[config.mk]
export PLATFORM = sky130hd
export DESIGN_NAME = mult_arbiter
export DESIGN_NICKNAME = d
export VERILOG_FILES = /design/src/rtl/mult_arbiter.sv
export SDC_FILE = /design/constraint.sdc
export NUM_CORES = 1
export LEC_CHECK = 0
export CAP_MARGIN = 20
export CORE_ASPECT_RATIO = 2
export CORE_MARGIN = 2
export CORE_UTILIZATION = 42
export CTS_CLUSTER_DIAMETER = 50
export DETAILED_ROUTE_END_ITERATION = 7
export PLACE_DENSITY = 0.78
export RECOVER_POWER = 50
export SLEW_MARGIN = 20
export SYNTH_ARGS = -nofsm -noshare
export SYNTH_HDL_FRONTEND = slang
export SYNTH_SLANG_ARGS = --single-unit
[constraint.sdc]
create_clock -name i_clk -period 1.9 [get_ports i_clk]
set_input_delay 0.285 -clock i_clk [delete_from_list [all_inputs] [get_ports i_clk]]
set_output_delay 0.285 -clock i_clk [all_outputs]
set_load 0.05 [all_outputs]
[src/rtl/mult_arbiter.sv]
// mult_arbiter
// Round-robin arbiter and sequencer that lets two requesters share one
// shift-add multiplier. The winning requester's operands are latched into
// o_mcand/o_mplier, o_st is pulsed for one cycle, and the product is returned
// with a one-cycle acknowledge once the multiplier reports done. A watchdog
// aborts a transaction whose done never arrives (result 0, o_err=1).
//
// Handshake: a requester raises i_reqN with stable i_aN/i_bN and holds them
// until it sees o_ackN for one cycle; it must drop i_reqN in the cycle after
// o_ackN, otherwise the still-high request is taken as a new one.
//
// Ports
//   i_clk, i_rst          clock, synchronous active-high reset
//   i_req0/1, i_a0/1, i_b0/1  requests and operands of requester 0/1
//   o_ack0/1              one-cycle completion pulse to the granted requester
//   o_result              product (0 on abort), non-zero only with an ack
//   o_err                 high with the ack when the transaction timed out
//   o_gnt                 id of the current or last granted requester
//   o_busy                high in every state except IDLE
//   o_st                  one-cycle start pulse to the multiplier control
//   o_mcand, o_mplier     operand registers feeding the multiplier datapath
//   i_mdone, i_mprod      multiplier done and product
//   o_state               debug view of the sequencer state
module mult_arbiter #(
  parameter int W       = 8,
  parameter int TIMEOUT = 64
) (
  input  logic           i_clk,
  input  logic           i_rst,
  input  logic           i_req0,
  input  logic           i_req1,
  input  logic [W-1:0]   i_a0,
  input  logic [W-1:0]   i_b0,
  input  logic [W-1:0]   i_a1,
  input  logic [W-1:0]   i_b1,
  output logic           o_ack0,
  output logic           o_ack1,
  output logic [2*W-1:0] o_result,
  output logic           o_err,
  output logic           o_gnt,
  output logic           o_busy,
  output logic           o_st,
  output logic [W-1:0]   o_mcand,
  output logic [W-1:0]   o_mplier,
  input  logic           i_mdone,
  input  logic [2*W-1:0] i_mprod,
  output logic [1:0]     o_state
);

  localparam int CW = $clog2(TIMEOUT + 1);
  localparam logic [CW-1:0] LIMIT = CW'(TIMEOUT - 1);

  typedef enum logic [1:0] {
    S_IDLE  = 2'd0,
    S_START = 2'd1,
    S_BUSY  = 2'd2,
    S_RESP  = 2'd3
  } state_t;

  state_t           r_state;
  logic             r_ack0;
  logic             r_ack1;
  logic [2*W-1:0]   r_result;
  logic             r_err;
  logic             r_gnt;
  logic             r_busy;
  logic             r_st;
  logic [W-1:0]     r_mcand;
  logic [W-1:0]     r_mplier;
  logic [CW-1:0]    r_cnt;
  logic             r_last;
  logic             w_winner;

  // On a tie the requester that did not finish most recently wins.
  always_comb begin
    w_winner = i_req1;
    if (i_req0 && i_req1) begin
      w_winner = ~r_last;
    end
  end

  always_ff @(posedge i_clk) begin
    if (i_rst) begin
      r_state  <= S_IDLE;
      r_ack0   <= 1'b0;
      r_ack1   <= 1'b0;
      r_result <= '0;
      r_err    <= 1'b0;
      r_gnt    <= 1'b0;
      r_busy   <= 1'b0;
      r_st     <= 1'b0;
      r_mcand  <= '0;
      r_mplier <= '0;
      r_cnt    <= '0;
      r_last   <= 1'b1;
    end else begin
      case (r_state)
        S_IDLE: begin
          if (i_req0 || i_req1) begin
            r_gnt    <= w_winner;
            r_mcand  <= w_winner ? i_a1 : i_a0;
            r_mplier <= w_winner ? i_b1 : i_b0;
            r_st     <= 1'b1;
            r_busy   <= 1'b1;
            r_state  <= S_START;
          end
        end
        S_START: begin
          r_st    <= 1'b0;
          r_cnt   <= '0;
          r_state <= S_BUSY;
        end
        S_BUSY: begin
          r_cnt <= r_cnt + CW'(1);
          // Done wins over the watchdog when both land in the same cycle.
          if (i_mdone) begin
            r_result <= i_mprod;
            r_err    <= 1'b0;
            r_ack0   <= ~r_gnt;
            r_ack1   <= r_gnt;
            r_state  <= S_RESP;
          end else if (r_cnt == LIMIT) begin
            r_result <= '0;
            r_err    <= 1'b1;
            r_ack0   <= ~r_gnt;
            r_ack1   <= r_gnt;
            r_state  <= S_RESP;
          end
        end
        S_RESP: begin
          // Result and err are only meaningful alongside the ack.
          r_ack0   <= 1'b0;
          r_ack1   <= 1'b0;
          r_result <= '0;
          r_err    <= 1'b0;
          r_busy   <= 1'b0;
          r_last   <= r_gnt;
          r_state  <= S_IDLE;
        end
        default: begin
          r_state <= S_IDLE;
        end
      endcase
    end
  end

  assign o_ack0   = r_ack0;
  assign o_ack1   = r_ack1;
  assign o_result = r_result;
  assign o_err    = r_err;
  assign o_gnt    = r_gnt;
  assign o_busy   = r_busy;
  assign o_st     = r_st;
  assign o_mcand  = r_mcand;
  assign o_mplier = r_mplier;
  assign o_state  = r_state;

endmodule

**Yosys cells after proc, flatten, opt, wreduce, memory -nomap -nowiden**

Cells that the tools add are included.

- $add $sub $neg: 1
- Eq/ne operators: 6
- Muxes and demuxes: 23
- Bitwise logic cells: 2
- Reductions and logical operators: 12

Operator list:

| kind | count |
|---|---|
| 16-bit two-way mux | 2 |
| 16-bit one-hot mux with 2 select lines | 1 |
| 8-bit two-way mux | 2 |
| 7-bit one-hot mux with 2 select lines | 1 |
| 1-bit one-hot mux with 2 select lines | 5 |
| 2-bit AND reduction | 5 |
| 1-bit two-way mux | 8 |
| 2-bit one-hot mux with 4 select lines | 1 |
| 2-bit nonzero test | 4 |
| 7-bit by 1-bit adder with 7-bit output (second input constant) | 1 |
| 7-bit by 6-bit equality test with 1-bit output (second input constant) | 1 |
| 2-bit two-way mux | 3 |
| 2-bit equality test (second input constant) | 2 |
| 3-bit != test (second input constant) | 1 |
| 2-bit by 1-bit equality test with 1-bit output (second input constant) | 1 |
| 2-bit logical NOT | 1 |
| 2-bit != test (second input constant) | 1 |
| 1-bit inverter | 2 |
| 1-bit logical AND | 1 |
| 1-bit logical OR | 1 |

- Bits in registers: 48
- Input port bits: 53
- Output and inout bits: 40
- Word-level logic and storage cells: 56

**Longest topological paths before layout**

Gate-level depths: netlist of run 1.

- Word-level depth: 4
- Mapped depth: 7
- Depth with buffers taken out: 6

**Worst setup path before layout of run 1**

OpenSTA, ideal clock, no wires.

- Kind: register to register
- From: register r_state[1] (netlist: o_state[1])
- To: register r_ack0 (netlist: o_ack0)
- Setup time: 121 ps
- Arrival: 1989 ps
- Data required time: 1779 ps
- Slack: -210 ps
- Stages on the path, launching flop included: 6
- Buffers on the path: 1
- Clock period less this slack: 2110 ps
- Path through: dfxtp_1 ha_1 or2_2 clkbuf_1 a21boi_4 mux2_2

- Cells in the longest elaborated chain, start to end: 3
- Elaborated cells between the ends (all ways): 6
- Classes of those cells: 3 x eq/ne; 1 x mux; 2 x reduce/logical

RTL lines:

| element | RTL line | RTL |
|---|---|---|
| start, declared | 60 | `state_t r_state;` |
| start signal, assigned | 84 | `r_state <= S_IDLE;` |
| start signal, assigned | 105 | `r_state <= S_START;` |
| start signal, assigned | 111 | `r_state <= S_BUSY;` |
| 2-bit equality test | 97 | `case (r_state)` |
| 3-bit != test (no line) / 2-bit nonzero test (equally long branches) | - |  |
| 2-bit AND reduction (no line) | - |  |
| end signal, assigned | 119 | `r_ack0 <= ~r_gnt;` |
| end signal, assigned | 125 | `r_ack0 <= ~r_gnt;` |
| end, declared | 61 | `logic r_ack0;` |

Parallel ways exist; a longest one is shown, timed or not.
A chain may end at the register's enable or synchronous reset.

**Worst setup path in the final report of run 1**

- From: register r_state[0] (netlist: o_state[0])
- To: output o_state[0]

RTL lines:

| element | RTL line | RTL |
|---|---|---|
| end, declared | 47 | `output logic [1:0] o_state` |

No word-level cell between the ends.

==> impl_results.md, run 1 <==
* Outcome: completed
* Syn Area/Cell at 9.197 um^2
* Final Skew at ~2.6 ps
* WL/cell at 12.87 um
* First-pass GRT wire length at 8190 um
* Final hold vios at 0
* Post-synth top area share at between 40% and 50%
* Slew HR at 56.47%
* Worst-path clk slew at 80 ps
* FF+latch area at 962.2 um^2
* Seq/Total Area, Yosys at a little under half
* Syn_nets at 290
* Number of H-tree levels at 2
* Hpwl dp at between 3000 and 4000 um
* Netlist cell types at 34
* CP startpoint kind: flip-flop
* Port-buffer cells at 92
* Multi-input gate area at 0.001082 mm^2
* Die X at 54.29 um
* Maximum fanout along the worst path at 5
* Largest area contributor in the netlist: dfxtp_1
* Power density over the cells at 1302 mW/mm^2
* CTS tree: built
* Fin Hold WS at 470.8 ps
* Pin count of the biggest net entering global routing at 33
* CP max stage delay at 840 ps
* Crit share post-route at 96.33%
* CTS resizes at 0
* Die Y at 104.6 um
* 1st-pass router iterations at 4
* Leakage Power at roughly 1.2 nW
* Post-layout util at 66.20%
* Postcts setup bufs at 0
* Ys async rst share at 0%
* Top FF cell, synth: dfxtp_1
* Placed instance area at 0.003154 mm^2
* Routed vias at 1985
* Max_cap viols at 0
* CTS Hold Bufs at 0
* Crit path max-delay family: buffers and inverters
* Max Freq at 0.5464 GHz
* Fin nets at 382
* Critical Path AT at 1550 ps
* #FFs+latches synth at 48
* DRT iter0 DRCs at 13
* Max clock buf depth at 2
* Vias in the first global route at 1906
* Post-synthesis cell count at 231
* Least-Margin Pin Slew at roughly 660 ps
* Initial Util at 43.67%
* Routed vias/inst at 5.210
* Clock Sinks at 48
* Final max-slew violation count at 0
* Root Driver: clkbuf_8
* Routed wire length at 4904 um
* Ys Warns at 0
* Critical Path RT at 1620 ps
* CTS Buf Count at 5
* Maximum VDD drop at just over 0.9 mV
* Fin area at 0.003221 mm^2
* HP Class: reg -> reg
* Core ar. at between 0.004 and 0.005 mm^2
* TNS Setup at 0 ps
* GRT Util Overall at between 10% and 20%
* Routed Antenna Nets at 0
* Antenna cells at 0
* Post-Synthesis Cell Area at 0.002125 mm^2
* Placer Congestion at approximately 0.7
* Layout cells sized above 1 at 8.025%
* Setup violators final at 0
* Ports at 93
* Non-Filler Instances at 381
* Worst-path cell with the longest stage delay: clkdlybuf4s50_1
* Placed insts at 373
* Synth top area cells: dfxtp_1, mux2i_1, a211oi_1, nand2b_1, nand4_1
* Residual overflow from global routing at 0
* EDFF count, synth at 0
* Drt drc at 0
* Area Growth Syn to Fin at 51.59%
* RSZ-0062 raised after global routing: false
* WS Path Type: reg -> out
* CP bufs+invs at 1
* Site Rows at 36
* Die ar. at about 0.0057 mm^2
* Worst-skew pair later-pin latency at between 200 and 300 ps
* Initial antenna violation count at 0
* CP Capture Type: primary output
* Fillers at 405
* CP cell instances: clkdlybuf4s50_1
* Min Tclk post-route at 1830 ps
registers in the layout (all words and copies together), names as in the netlist, 2 cells and up:
signal    cells
o_result     16
o_mcand       8
o_mplier      8
r_cnt         7
o_state       2
placed cells by master (no fill, tap or decap), drive strengths merged:
cell,synthesis,layout
a211o,1,1
a211oi,18,18
a21boi,3,3
a21o,1,1
a21oi,5,5
a31oi,1,1
buf,3,10
clkbuf,15,11
clkdlybuf4s50,0,74
dfxtp,48,48
dlygate4sd3,0,16
ha,6,6
inv,3,3
mux2,2,2
mux2i,18,18
nand2,5,5
nand2b,20,20
nand3,4,4
nand3b,1,1
nand4,18,18
nor2,27,27
nor2b,3,3
nor3,1,1
o21a,2,2
o21ai,18,18
or2,1,1
or3,3,3
or4,1,1
xor2,3,3
routing by layer:
metal / share of wire [%] / vias to the layer above / GRT usage [%] / wire (um)
met5: 0 / - / 0 / 0
met4: 1.4 / 0 / 5.893 / 68
met2: 54 / 81 / 32.87 / 2636
met3: 7.8 / 6 / 5.429 / 384
met1: 37 / 895 / 19.37 / 1815
li1: - / 1003 / - / -
kinds of logic (layout without fill, tap and decap cells):
| family | count (synthesis) | count (layout) | synth area share, % |
|---|---|---|---|
| simple gates | 84 | 84 | 21.32 |
| compound gates | 49 | 49 | 15.14 |
| flops | 48 | 48 | 45.23 |
| buf+inv | 21 | 114 | 4.004 |
| mux | 20 | 20 | 9.540 |
| fa+ha+maj | 6 | 6 | 3.533 |
| xor+xnor | 3 | 3 | 1.237 |
power breakdown:
| part | internal [mW] | total, mW | switching (mW) | leakage (nW) |
|---|---|---|---|---|
| Sequential | 1.24 | 1.37 | 0.131 | 0.393 |
| Clock | 0.297 | 0.610 | 0.313 | 0.0455 |
| Combinational | 0.779 | 2.21 | 1.43 | 0.775 |
cell type report:
class                      count  area share, %
clock buffer                   8          2.797
inverter                       3         0.3497
multi-input combinational    162          33.61
sequential                    48          29.88
tap                           57          2.214
timing repair buffer         103          31.16
through the flow:
step	setup slack, ps	total power, mW
after floorplan	21.58	2.921
after global placement	228.7	3.679
after detailed placement	169.8	3.710
after CTS	110.5	4.327
after global routing	11.85	4.456
final	69.74	4.192
worst paths after layout:
kind               startpoint     endpoint  slack (ps)  cells past startpoint
setup reg to reg   o_state[0]     r_cnt[6]         160                      5
setup / recovery   o_state[0]   o_state[0]          70                      1
hold / removal    o_result[8]  o_result[8]         470                      2
hold reg to reg   o_result[8]  o_result[8]         470                      2
Yosys cell counts, drive strengths merged, types with 4 or more instances:
cell and n:
dfxtp 48, a211oi 18, nand2b 20, mux2i 18, a21oi 5, nand3 4, nand4 18, ha 6
nand2 5, nor2 27, o21ai 18, clkbuf 15
Power figures use the tool's default switching activity.
==> run 2, diff against run 1 <==
--- a/config.mk
+++ b/config.mk
@@ -5,6 +5,7 @@
 export SDC_FILE = /design/constraint.sdc
 export NUM_CORES = 1
 export LEC_CHECK = 0
+export ABC_CLOCK_PERIOD_IN_PS = 1900
 export CAP_MARGIN = 20
 export CORE_ASPECT_RATIO = 2
 export CORE_MARGIN = 2
==> results of run 2 <==
Same layout as run 1: the final DEF is identical, and so are final timing and power.
==> run 3, diff against run 2 <==
--- a/config.mk
+++ b/config.mk
@@ -5,14 +5,14 @@
 export SDC_FILE = /design/constraint.sdc
 export NUM_CORES = 1
 export LEC_CHECK = 0
-export ABC_CLOCK_PERIOD_IN_PS = 1900
+export ABC_CLOCK_PERIOD_IN_PS = 2280
 export CAP_MARGIN = 20
 export CORE_ASPECT_RATIO = 2
 export CORE_MARGIN = 2
-export CORE_UTILIZATION = 42
+export CORE_UTILIZATION = 45
 export CTS_CLUSTER_DIAMETER = 50
 export DETAILED_ROUTE_END_ITERATION = 7
-export PLACE_DENSITY = 0.78
+export PLACE_DENSITY = 0.83
 export RECOVER_POWER = 50
 export SLEW_MARGIN = 20
 export SYNTH_ARGS = -nofsm -noshare
==> constraint.sdc (replaced) <==
create_clock -name i_clk -period 2.28 [get_ports i_clk]
set_input_delay 0.342 -clock i_clk [delete_from_list [all_inputs] [get_ports i_clk]]
set_output_delay 0.342 -clock i_clk [all_outputs]
set_load 0.05 [all_outputs]
==> run 3 against run 2 <==
First-iteration DRC count rose by 130%; critical path depth rose by 4; clock power fell by 17%; routed wire length rose by 0.59%; largest cell class unchanged; largest power group unchanged.
==> impl_results.md, run 3 (synthesized netlist as in run 1, its figures left out) <==
* Outcome: completed
* Die ar. at 0.005320 mm^2 (-6.3%)
* Max Freq at 0.4923 GHz
* Maximum fanout along the worst path at 18 (+13)
* Die Y at 101.2 um (-3.3%)
* Most frequent cells in the layout: clkdlybuf4s50_1, dfxtp_1, nor2_1
* Slew HR at 62.82% (+6.4 points)
* Worst-skew pair later-pin latency at 300 ps (about the same)
* Leakage Power at 1.199 nW (-1.2%)
* Max clock buf depth at 2 (unchanged)
* Initial Util at 46.65% (+3.0 points)
* Core ar. at 0.004554 mm^2 (-6.4%)
* WP depth at 5 (+4)
* TNS Setup at 0 ps (unchanged)
* Area Growth Syn to Fin at 49.88%
* 1st-pass router iterations at 4 (unchanged)
* CTS Hold Bufs at 0 (unchanged)
* Setup WS pre-CTS at 283.8 ps (+114.0 ps)
* FF-to-FF Start: r_cnt[0]
* CTS resizes at 0 (unchanged)
* Post-route setup slack at 248.6 ps (+178.9 ps)
* Initial antenna violation count at 0 (unchanged)
* Die X at 52.59 um (-3.1%)
* Fin nets at 377 (-1.3%)
* CP bufs+invs at 0 (-1)
* Placer Congestion at 0.7794 (+13%)
* CTS tree: built
* RSZ-0062 raised after global routing: false
* Number of flip-flops under the largest register name at 16 (unchanged)
* Postcts setup bufs at 0 (unchanged)
* Max_cap viols at 0 (unchanged)
* HP Class: reg -> reg
* Maximum VDD drop at 0.8310 mV (-9.4%)
* DRT iter0 DRCs at 30 (+17)
* Setup violators final at 0 (unchanged)
* Routed Antenna Nets at 0 (unchanged)
* CP cell instances: ha_1, nand3_2, or3_1, a21boi_4, mux2_2
* Worst-path clk slew at 80 ps (about the same)
* WL/cell at 13.19 um (+2.5%)
* Final max-slew violation count at 0 (unchanged)
* Fin Hold WS at 479.4 ps (+8.577 ps)
* Routed wire length at 4933 um (+0.59%)
* Hpwl dp at 3665 um (-4.6%)
* Routed vias/inst at 5.219 (+0.18%)
* GRT Util Overall at 19.86% (+1.4 points)
* Least-Margin Pin Slew at 557.7 ps (-98.08 ps)
* Ports at 93 (unchanged)
* Root Driver: clkbuf_8
* Port-buffer cells at 92 (unchanged)
* Final hold vios at 0 (unchanged)
* Hold Path End: o_result[7]
* WHS Path Cells at 2 (unchanged)
* Worst reg2reg setup slack at 250 ps (+90 ps)
* CP startpoint kind: flip-flop
* Residual overflow from global routing at 0 (unchanged)
* WS Path Type: reg -> reg
* Total power at 3.471 mW (-17%)
* Worst r2r path cells at 5 (unchanged)
* Antenna cells at 0 (unchanged)
* Final Skew at 2.026 ps (-0.6036 ps)
* Most common cell after layout, fill and taps aside: clkdlybuf4s50_1
* Site Rows at 35 (-2.8%)
* Placed instance area at 0.003114 mm^2 (-1.3%)
* Worst-path cell with the longest stage delay: or3_1
* Vias in the first global route at 1942 (+1.9%)
* Power density over the cells at 1090 mW/mm^2 (-16%)
* Crit path max-delay family: simple AND/OR/NAND/NOR gates
* Hold Crit Start: o_result[7]
* CTS Buf Count at 5 (unchanged)
* Placed insts at 366 (-1.9%)
* Fin area at 0.003184 mm^2 (-1.1%)
* Pin count of the biggest net entering global routing at 48 (+45%)
* Critical Path RT at 2470 ps (+850 ps)
* CP max stage delay at 440 ps (-400 ps)
* Min Tclk post-route at 2031 ps
* Non-Filler Instances at 374 (-1.8%)
* Drt drc at 0 (unchanged)
* Layout cells sized above 1 at 5.956% (-2.1 points)
* Critical Path AT at 2220 ps (+670 ps)
* Crit share post-route at 89.10%
* First-pass GRT wire length at 8135 um (-0.67%)
* Fillers at 373 (-7.9%)
* FF-to-FF End: o_ack0
* Number of H-tree levels at 2 (unchanged)
* Post-layout util at 69.92% (+3.7 points)
* CP Capture Type: flip-flop
* Clock Sinks at 48 (unchanged)
* Routed vias at 1952 (-1.7%)
[run 3: per-layer routing]
| layer | track usage (%) | part of all wire (%) |
|---|---|---|
| met1 | 18.73 | 36 |
| met2 | 36.54 | 53 |
| met3 | 7.817 | 9.2 |
| met4 | 7.890 | 2.0 |
| met5 | 0 | 0 |
[run 3: worst reg2reg max path: cells and delay by family, from the launching register on]
kind	cells	cell delay [ps]
DFF	1	370
muxes	1	380
and+or+nand+nor	2	550
AOI/OAI and AO/OA	1	410
adders and majority gates	1	230
[run 3: power by group]
part	total (mW)	switching, mW	internal, mW
logic	1.83	1.19	0.636
clock network	0.506	0.259	0.247
registers	1.14	0.108	1.03
[run 3: worst max-delay path by stage]
stage | start | endpoint | slack (ps)
2_1_floorplan | o_state[1] | o_ack0 | 170
3_3_place_gp | r_cnt[0] | o_ack0 | 350
3_5_place_dp | r_cnt[0] | o_ack0 | 280
4_1_cts | r_cnt[0] | o_ack0 | 270
5_1_grt | r_cnt[0] | o_ack0 | 70
6_report | r_cnt[0] | o_ack0 | 250
[run 3: layout make-up]
class | count | area (um^2) | share of cell area [%]
flip-flops and latches | 48 | 960.9 | 30.18
clock buffers | 8 | 90.09 | 2.829
repair buffers | 98 | 975.9 | 30.65
inverters | 3 | 11.26 | 0.3536
well taps | 55 | 68.82 | 2.161
multi-input cells | 162 | 1077 | 33.83
